--- config.mk ---
export PLATFORM = sky130hd
export DESIGN_NAME = debounce_bank
export DESIGN_NICKNAME = d
export VERILOG_FILES = /design/src/rtl/debounce_pkg.sv /design/src/rtl/debounce_channel.sv /design/src/rtl/debounce_bank.sv
export SDC_FILE = /design/constraint.sdc
export NUM_CORES = 1
export LEC_CHECK = 0
export BUFFER_PORTS_ARGS = -buffer_cell sky130_fd_sc_hd__buf_2
export CORE_MARGIN = 2
export CORE_UTILIZATION = 56
export CTS_CLUSTER_SIZE = 40
export DETAILED_ROUTE_END_ITERATION = 10
export GPL_ROUTABILITY_DRIVEN = 0
export HOLD_SLACK_MARGIN = 0.02
export PLACE_DENSITY = 0.74
export SKIP_CTS_REPAIR_TIMING = 1
export SYNTH_ARGS = -nofsm -noshare
export SYNTH_HDL_FRONTEND = slang
export SYNTH_SLANG_ARGS = --single-unit
--- constraint.sdc ---
create_clock -name i_clock -period 5.5 [get_ports i_clock]
set_clock_uncertainty 0.1 [all_clocks]
set_input_delay 1.375 -clock i_clock [delete_from_list [all_inputs] [get_ports i_clock]]
set_output_delay 1.375 -clock i_clock [all_outputs]
set_load 0.005 [all_outputs]
--- src/rtl/debounce_pkg.sv ---
// rtl/debounce_pkg.sv - shared types and sizing helpers for the debounce bank
package debounce_pkg;

    localparam int DEBOUNCE_SYNC_STAGES = 2;

    typedef struct packed {
        logic rise;
        logic fall;
    } debounce_event_t;

    // Wide enough to hold STABLE_TICKS; never narrower than one bit.
    function automatic int counter_width(input int ticks);
        return (ticks < 1) ? 1 : $clog2(ticks + 1);
    endfunction

endpackage

--- src/rtl/debounce_channel.sv ---
// rtl/debounce_channel.sv - one debounced channel; DEBOUNCE_BANK_SYNC_EN adds a 2-flop input synchroniser
module debounce_channel
    import debounce_pkg::*;
#(
    parameter int   STABLE_TICKS = 10000,
    parameter logic RESET_LEVEL  = 1'b0
) (
    input  logic            i_clock,
    input  logic            i_reset_n,
    input  logic            i_tick,
    input  logic            i_data,
    output logic            o_level,
    output debounce_event_t o_event
);

    localparam int            CW   = counter_width(STABLE_TICKS);
    localparam logic [CW-1:0] LAST = CW'(STABLE_TICKS - 1);

    logic            sample;
    logic            level_q;
    logic [CW-1:0]   count_q;
    debounce_event_t event_q;

`ifdef DEBOUNCE_BANK_SYNC_EN
    logic [DEBOUNCE_SYNC_STAGES-1:0] sync_q;

    always_ff @(posedge i_clock or negedge i_reset_n) begin
        if (!i_reset_n) begin
            sync_q <= {DEBOUNCE_SYNC_STAGES{RESET_LEVEL}};
        end else begin
            sync_q <= {sync_q[DEBOUNCE_SYNC_STAGES-2:0], i_data};
        end
    end

    assign sample = sync_q[DEBOUNCE_SYNC_STAGES-1];
`else
    assign sample = i_data;
`endif

    // An agreeing sample clears the window even when no tick is present.
    always_ff @(posedge i_clock or negedge i_reset_n) begin
        if (!i_reset_n) begin
            level_q <= RESET_LEVEL;
            count_q <= '0;
            event_q <= '0;
        end else begin
            event_q <= '0;
            if (sample == level_q) begin
                count_q <= '0;
            end else if (i_tick) begin
                if (count_q == LAST) begin
                    level_q      <= sample;
                    count_q      <= '0;
                    event_q.rise <= sample;
                    event_q.fall <= ~sample;
                end else begin
                    count_q <= count_q + CW'(1);
                end
            end
        end
    end

    assign o_level = level_q;
    assign o_event = event_q;

endmodule

--- src/rtl/debounce_bank.sv ---
// rtl/debounce_bank.sv - multi-channel bidirectional debouncer top; DEBOUNCE_BANK_SYNC_EN enables input synchronisers
module debounce_bank
    import debounce_pkg::*;
#(
    parameter int   CHANNELS     = 4,
    parameter int   STABLE_TICKS = 10000,
    parameter logic RESET_LEVEL  = 1'b0
) (
    input  logic                i_clock,
    input  logic                i_reset_n,
    input  logic                i_tick,
    input  logic [CHANNELS-1:0] i_data,
    output logic [CHANNELS-1:0] o_level,
    output logic [CHANNELS-1:0] o_rise,
    output logic [CHANNELS-1:0] o_fall,
    output logic                o_any_event
);

    debounce_event_t chan_event [CHANNELS];

    for (genvar g = 0; g < CHANNELS; g++) begin : g_chan
        debounce_channel #(
            .STABLE_TICKS (STABLE_TICKS),
            .RESET_LEVEL  (RESET_LEVEL)
        ) u_chan (
            .i_clock   (i_clock),
            .i_reset_n (i_reset_n),
            .i_tick    (i_tick),
            .i_data    (i_data[g]),
            .o_level   (o_level[g]),
            .o_event   (chan_event[g])
        );

        assign o_rise[g] = chan_event[g].rise;
        assign o_fall[g] = chan_event[g].fall;
    end

    // Built from event registers only, so no input reaches this output combinationally.
    assign o_any_event = |{o_rise, o_fall};

endmodule

==> flow_summary.html <==
<table>
<tr><th>Metric</th><th>Value</th></tr>
<tr><th colspan="2">Final layout</th></tr>
<tr><td>Most common cell after layout, fill and taps aside</td><td>sky130_fd_sc_hd__dfrtp_1</td></tr>
<tr><td>Share of post-route cells with drive strength above 1</td><td>0.119</td></tr>
<tr><td>End-of-flow core utilization</td><td>0.622</td></tr>
<tr><td>Top library cells by usage in the layout, fill and taps aside</td><td>sky130_fd_sc_hd__dfrtp_1, sky130_fd_sc_hd__nand2_1, sky130_fd_sc_hd__nand3_1</td></tr>
<tr><td>Net count of the finished layout</td><td>426</td></tr>
<tr><td>Area Growth Syn to Fin</td><td>8.81%</td></tr>
<tr><td>Diode insertion count for antenna repair</td><td>0</td></tr>
<tr><td>Total non-filler cell area in the finished layout</td><td>4160 µm²</td></tr>
<tr><th colspan="2">Detailed routing</th></tr>
<tr><td>Routed Wire Length</td><td>8300 µm</td></tr>
<tr><td>Mean routed wirelength per cell</td><td>between 15 and 20 µm</td></tr>
<tr><td>Number of DRC violations after detailed-routing iteration 0</td><td>171</td></tr>
<tr><td>Vias post-DR</td><td>3,235</td></tr>
<tr><td>Remaining routing DRC violations</td><td>0</td></tr>
<tr><td>First-pass DRT Iterations</td><td>5</td></tr>
<tr><td>Final ANT Viol Nets</td><td>0</td></tr>
<tr><td>DR vias/cell</td><td>6.48</td></tr>
<tr><th colspan="2">Clock tree</th></tr>
<tr><td>CTS Root Cell</td><td>sky130_fd_sc_hd__clkbuf_8</td></tr>
<tr><td>Insertion delay to the later sink of the worst-skew pair</td><td>350 ps</td></tr>
<tr><td>Num CTS Buffers</td><td>9</td></tr>
<tr><td>CTS Buffer Depth</td><td>2</td></tr>
<tr><td>Clock slew seen by the registers of the worst setup and hold paths</td><td>70 ps</td></tr>
<tr><td>Total clock sinks</td><td>just under 70</td></tr>
<tr><td>CTS tree</td><td>yes</td></tr>
<tr><td>H-tree depth reported by CTS</td><td>3</td></tr>
<tr><th colspan="2">Global routing</th></tr>
<tr><td>Peak-usage layer in the global routing report</td><td>met2</td></tr>
<tr><td>Number of global-route vias before repair</td><td>2,973</td></tr>
<tr><td>Met2 Resource Use GR</td><td>0.377</td></tr>
<tr><td>M3 GR Usage</td><td>0.0476</td></tr>
<tr><td>Met1 Use GR</td><td>0.330</td></tr>
<tr><td>Maximum number of pins on one net before global-route repair</td><td>38</td></tr>
<tr><td>Wire length of the first global-routing pass</td><td>14,300 µm</td></tr>
<tr><td>GRT Util Overall</td><td>0.241</td></tr>
<tr><td>Final global-route overflow total</td><td>0</td></tr>
<tr><td>Antenna violations before repair</td><td>0</td></tr>
<tr><th colspan="2">Worst setup path</th></tr>
<tr><td>Count of cells along the worst register-to-register path</td><td>4</td></tr>
<tr><td>Worst Path Required</td><td>4030 ps</td></tr>
<tr><td>Critical Path Sink Type</td><td>output port</td></tr>
<tr><td>Critical path start-end classification</td><td>reg -&gt; out</td></tr>
<tr><td>Maximum fanout along the worst path</td><td>2</td></tr>
<tr><td>Reg2reg setup slack</td><td>2970 ps</td></tr>
<tr><td>Launching point of the worst reg2reg path</td><td>g_chan[3].u_chan.count_q[12]$_DFFE_PN0P_</td></tr>
<tr><td>FF-to-FF End</td><td>g_chan[3].u_chan.o_event[0]$_DFF_PN0_</td></tr>
<tr><td>Setup crit start kind</td><td>flop</td></tr>
<tr><td>Data arrival, critical path</td><td>roughly 1400 ps</td></tr>
<tr><th colspan="2">STA</th></tr>
<tr><td>Final period utilization</td><td>0.517</td></tr>
<tr><td>Final setup violating endpoints</td><td>0</td></tr>
<tr><td>Peak clock frequency supported by timing</td><td>0.352 GHz</td></tr>
<tr><td>Setup tns final</td><td>0 ps</td></tr>
<tr><td>RSZ-0062 raised after global routing</td><td>no</td></tr>
<tr><td>Worst-margin pin slew</td><td>~970 ps</td></tr>
<tr><td>Max-slew violation total from the final report</td><td>0</td></tr>
<tr><td>Shortest clock period the worst path allows after layout</td><td>2840 ps</td></tr>
<tr><td>Worst Hold Margin</td><td>382 ps</td></tr>
<tr><td>Slew margin rel.</td><td>0.350</td></tr>
<tr><td>Final Hold Fails</td><td>0</td></tr>
<tr><th colspan="2">Hold path</th></tr>
<tr><td>Hold-critical path endpoint</td><td>g_chan[2].u_chan.count_q[13]$_DFFE_PN0P_</td></tr>
<tr><td>Kind of path behind the tightest hold check</td><td>reg -&gt; reg</td></tr>
<tr><td>Count of cells along the worst hold path</td><td>1</td></tr>
<tr><td>Start point of the worst min-delay path</td><td>g_chan[2].u_chan.count_q[13]$_DFFE_PN0P_</td></tr>
<tr><th colspan="2">Floorplanning</th></tr>
<tr><td>Initial Util</td><td>0.572</td></tr>
<tr><td>Die area</td><td>~7500 µm²</td></tr>
<tr><td>Ports placed on the boundary</td><td>20</td></tr>
<tr><td>Die outline height</td><td>86.6 µm</td></tr>
<tr><td>Die width</td><td>between 80 and 90 µm</td></tr>
<tr><td>Std cell rows</td><td>30</td></tr>
<tr><td>Core outline area</td><td>6680 µm²</td></tr>
<tr><th colspan="2">Placement</th></tr>
<tr><td>Count of buffers inserted at the top-level ports</td><td>19</td></tr>
<tr><td>Detailed placer's ending HPWL</td><td>5610 µm</td></tr>
<tr><td>Cell area after placement</td><td>just under 4000 µm²</td></tr>
<tr><th colspan="2">Yosys</th></tr>
<tr><td>Area of the mapped netlist</td><td>3820 µm²</td></tr>
<tr><td>Simple-gate share of the synthesized area</td><td>0.294</td></tr>
<tr><td>Share of flip-flops with an asynchronous set or reset after synthesis</td><td>1.00</td></tr>
<tr><td>Synth Net Count</td><td>416</td></tr>
<tr><td>Post-synthesis xor/xnor area fraction</td><td>0.0298</td></tr>
<tr><td>Post-synthesis compound-gate area fraction</td><td>0.163</td></tr>
<tr><td>Dominant combinational cell family by area after synthesis</td><td>simple AND/OR/NAND/NOR gates</td></tr>
<tr><td>Multiplexer share of the synthesized area</td><td>0.0128</td></tr>
<tr><td>Yosys warns</td><td>0</td></tr>
<tr><td>Dominant synthesized flop cell</td><td>sky130_fd_sc_hd__dfrtp_1</td></tr>
<tr><td>Post-synthesis share of cell area spent on full adders, half adders and majority gates</td><td>0.0131</td></tr>
<tr><td>Sequential fraction of the synthesis area</td><td>0.445</td></tr>
<tr><td>Post-synth EDFFs</td><td>0</td></tr>
<tr><td>Cell variety after synth</td><td>62</td></tr>
<tr><td>Gate Count Post-Synth</td><td>405</td></tr>
<tr><td>Post-synthesis sequential element count</td><td>68</td></tr>
<tr><td>Post-synthesis area per instance</td><td>9.43 µm²</td></tr>
<tr><th colspan="2">Power</th></tr>
<tr><td>Largest voltage drop on the vdd net</td><td>0.132 mV</td></tr>
<tr><td>Leakage component of the power</td><td>1.73 nW</td></tr>
<tr><td>Power per cell area</td><td>265 nW/µm²</td></tr>
<tr><th colspan="2">Run</th></tr>
<tr><td>Maximum Capacitance Violations</td><td>0</td></tr>
<tr><th colspan="2">Run status</th></tr>
<tr><td>Outcome</td><td>finished clean</td></tr>
</table>
report_power, final:
part	switching, mW	internal, mW	total [mW]
Clock	0.190	0.309	0.499
Sequential	0.0182	0.513	0.531
Combinational	0.0469	0.0248	0.0717
cells in the mapped netlist (5+ instances only):
cell type	instances	area, µm²
sky130_fd_sc_hd__or3_1	5	31.3
sky130_fd_sc_hd__dfrtp_1	68	1700
sky130_fd_sc_hd__nor4_1	13	81.3
sky130_fd_sc_hd__o31ai_1	6	45.0
sky130_fd_sc_hd__a31oi_1	18	113
sky130_fd_sc_hd__xor2_1	7	61.3
sky130_fd_sc_hd__nor2_1	15	56.3
sky130_fd_sc_hd__or4_1	7	52.6
sky130_fd_sc_hd__and2_1	5	31.3
sky130_fd_sc_hd__nand2_1	48	180
sky130_fd_sc_hd__clkbuf_1	13	48.8
sky130_fd_sc_hd__xnor2_1	6	52.6
sky130_fd_sc_hd__nand3_1	22	110
sky130_fd_sc_hd__and4_1	11	96.3
sky130_fd_sc_hd__nor3b_1	5	37.5
sky130_fd_sc_hd__o21ai_0	11	55.1
sky130_fd_sc_hd__nand4_1	15	93.8
sky130_fd_sc_hd__nor3_1	12	60.1
sky130_fd_sc_hd__nand2b_1	6	37.5
sky130_fd_sc_hd__nor4b_1	6	52.6
sky130_fd_sc_hd__inv_1	14	52.6
sky130_fd_sc_hd__o211ai_1	8	60.1
sky130_fd_sc_hd__and3_1	7	43.8
sequential cells by signal (all words and copies together), names as in the netlist:
register and cells:
g_chan.u_chan.count_q 56, g_chan.u_chan.o_event 8, g_chan.u_chan.o_level 4
cell families after synthesis:
kind of cell / Yosys count
adders and majority gates: 4
DFF: 68
xor gates and xnor gates: 13
and+or+nand+nor: 195
buffers and inverters: 35
AOI/OAI and AO/OA: 86
muxes: 4
routing by layer:
layer  vias up  wire length, µm
met5         -                0
met4         0              164
met3        18              433
met2        82             3850
met1      1558             3850
li1       1577                -
worst max-delay path, cell delays in order (launching register included):
cell and delay (ps):
sky130_fd_sc_hd__dfrtp_1 400, sky130_fd_sc_hd__nor4_1 400, sky130_fd_sc_hd__nand2_1 80, sky130_fd_sc_hd__buf_2 130
worst max-delay path by stage:
stage	start	end	slack (ps)	cells past startpoint
after floorplan	i_data[1]	g_chan[1].u_chan.count_q[1]$_DFFE_PN0P_	2760	5
after global placement	i_data[1]	g_chan[1].u_chan.count_q[11]$_DFFE_PN0P_	2430	5
after detailed placement	i_tick	g_chan[2].u_chan.count_q[5]$_DFFE_PN0P_	2350	4
after CTS	g_chan[0].u_chan.o_event[0]$_DFF_PN0_	o_any_event	2640	3
after global routing	i_tick	g_chan[2].u_chan.count_q[5]$_DFFE_PN0P_	2540	4
final	g_chan[0].u_chan.o_event[1]$_DFF_PN0_	o_any_event	2660	3
stage by stage:
stage	total power, mW	setup slack (ps)	cells
floorplan	0.584	2760	405
global placement	0.609	2430	484
detailed placement	0.613	2350	484
CTS	1.11	2640	499
global route	1.15	2540	499
finish	1.10	2660	499
final cells by class:
cell class,instances,area (µm²)
clock buffers,10,138
clock inverters,5,100
fillers,567,2520
inverters,14,52.6
multi-input cells,302,1960
flip-flops and latches,68,1700
well taps,80,100
repair buffers,20,103
(Power assumes the default switching activity.)
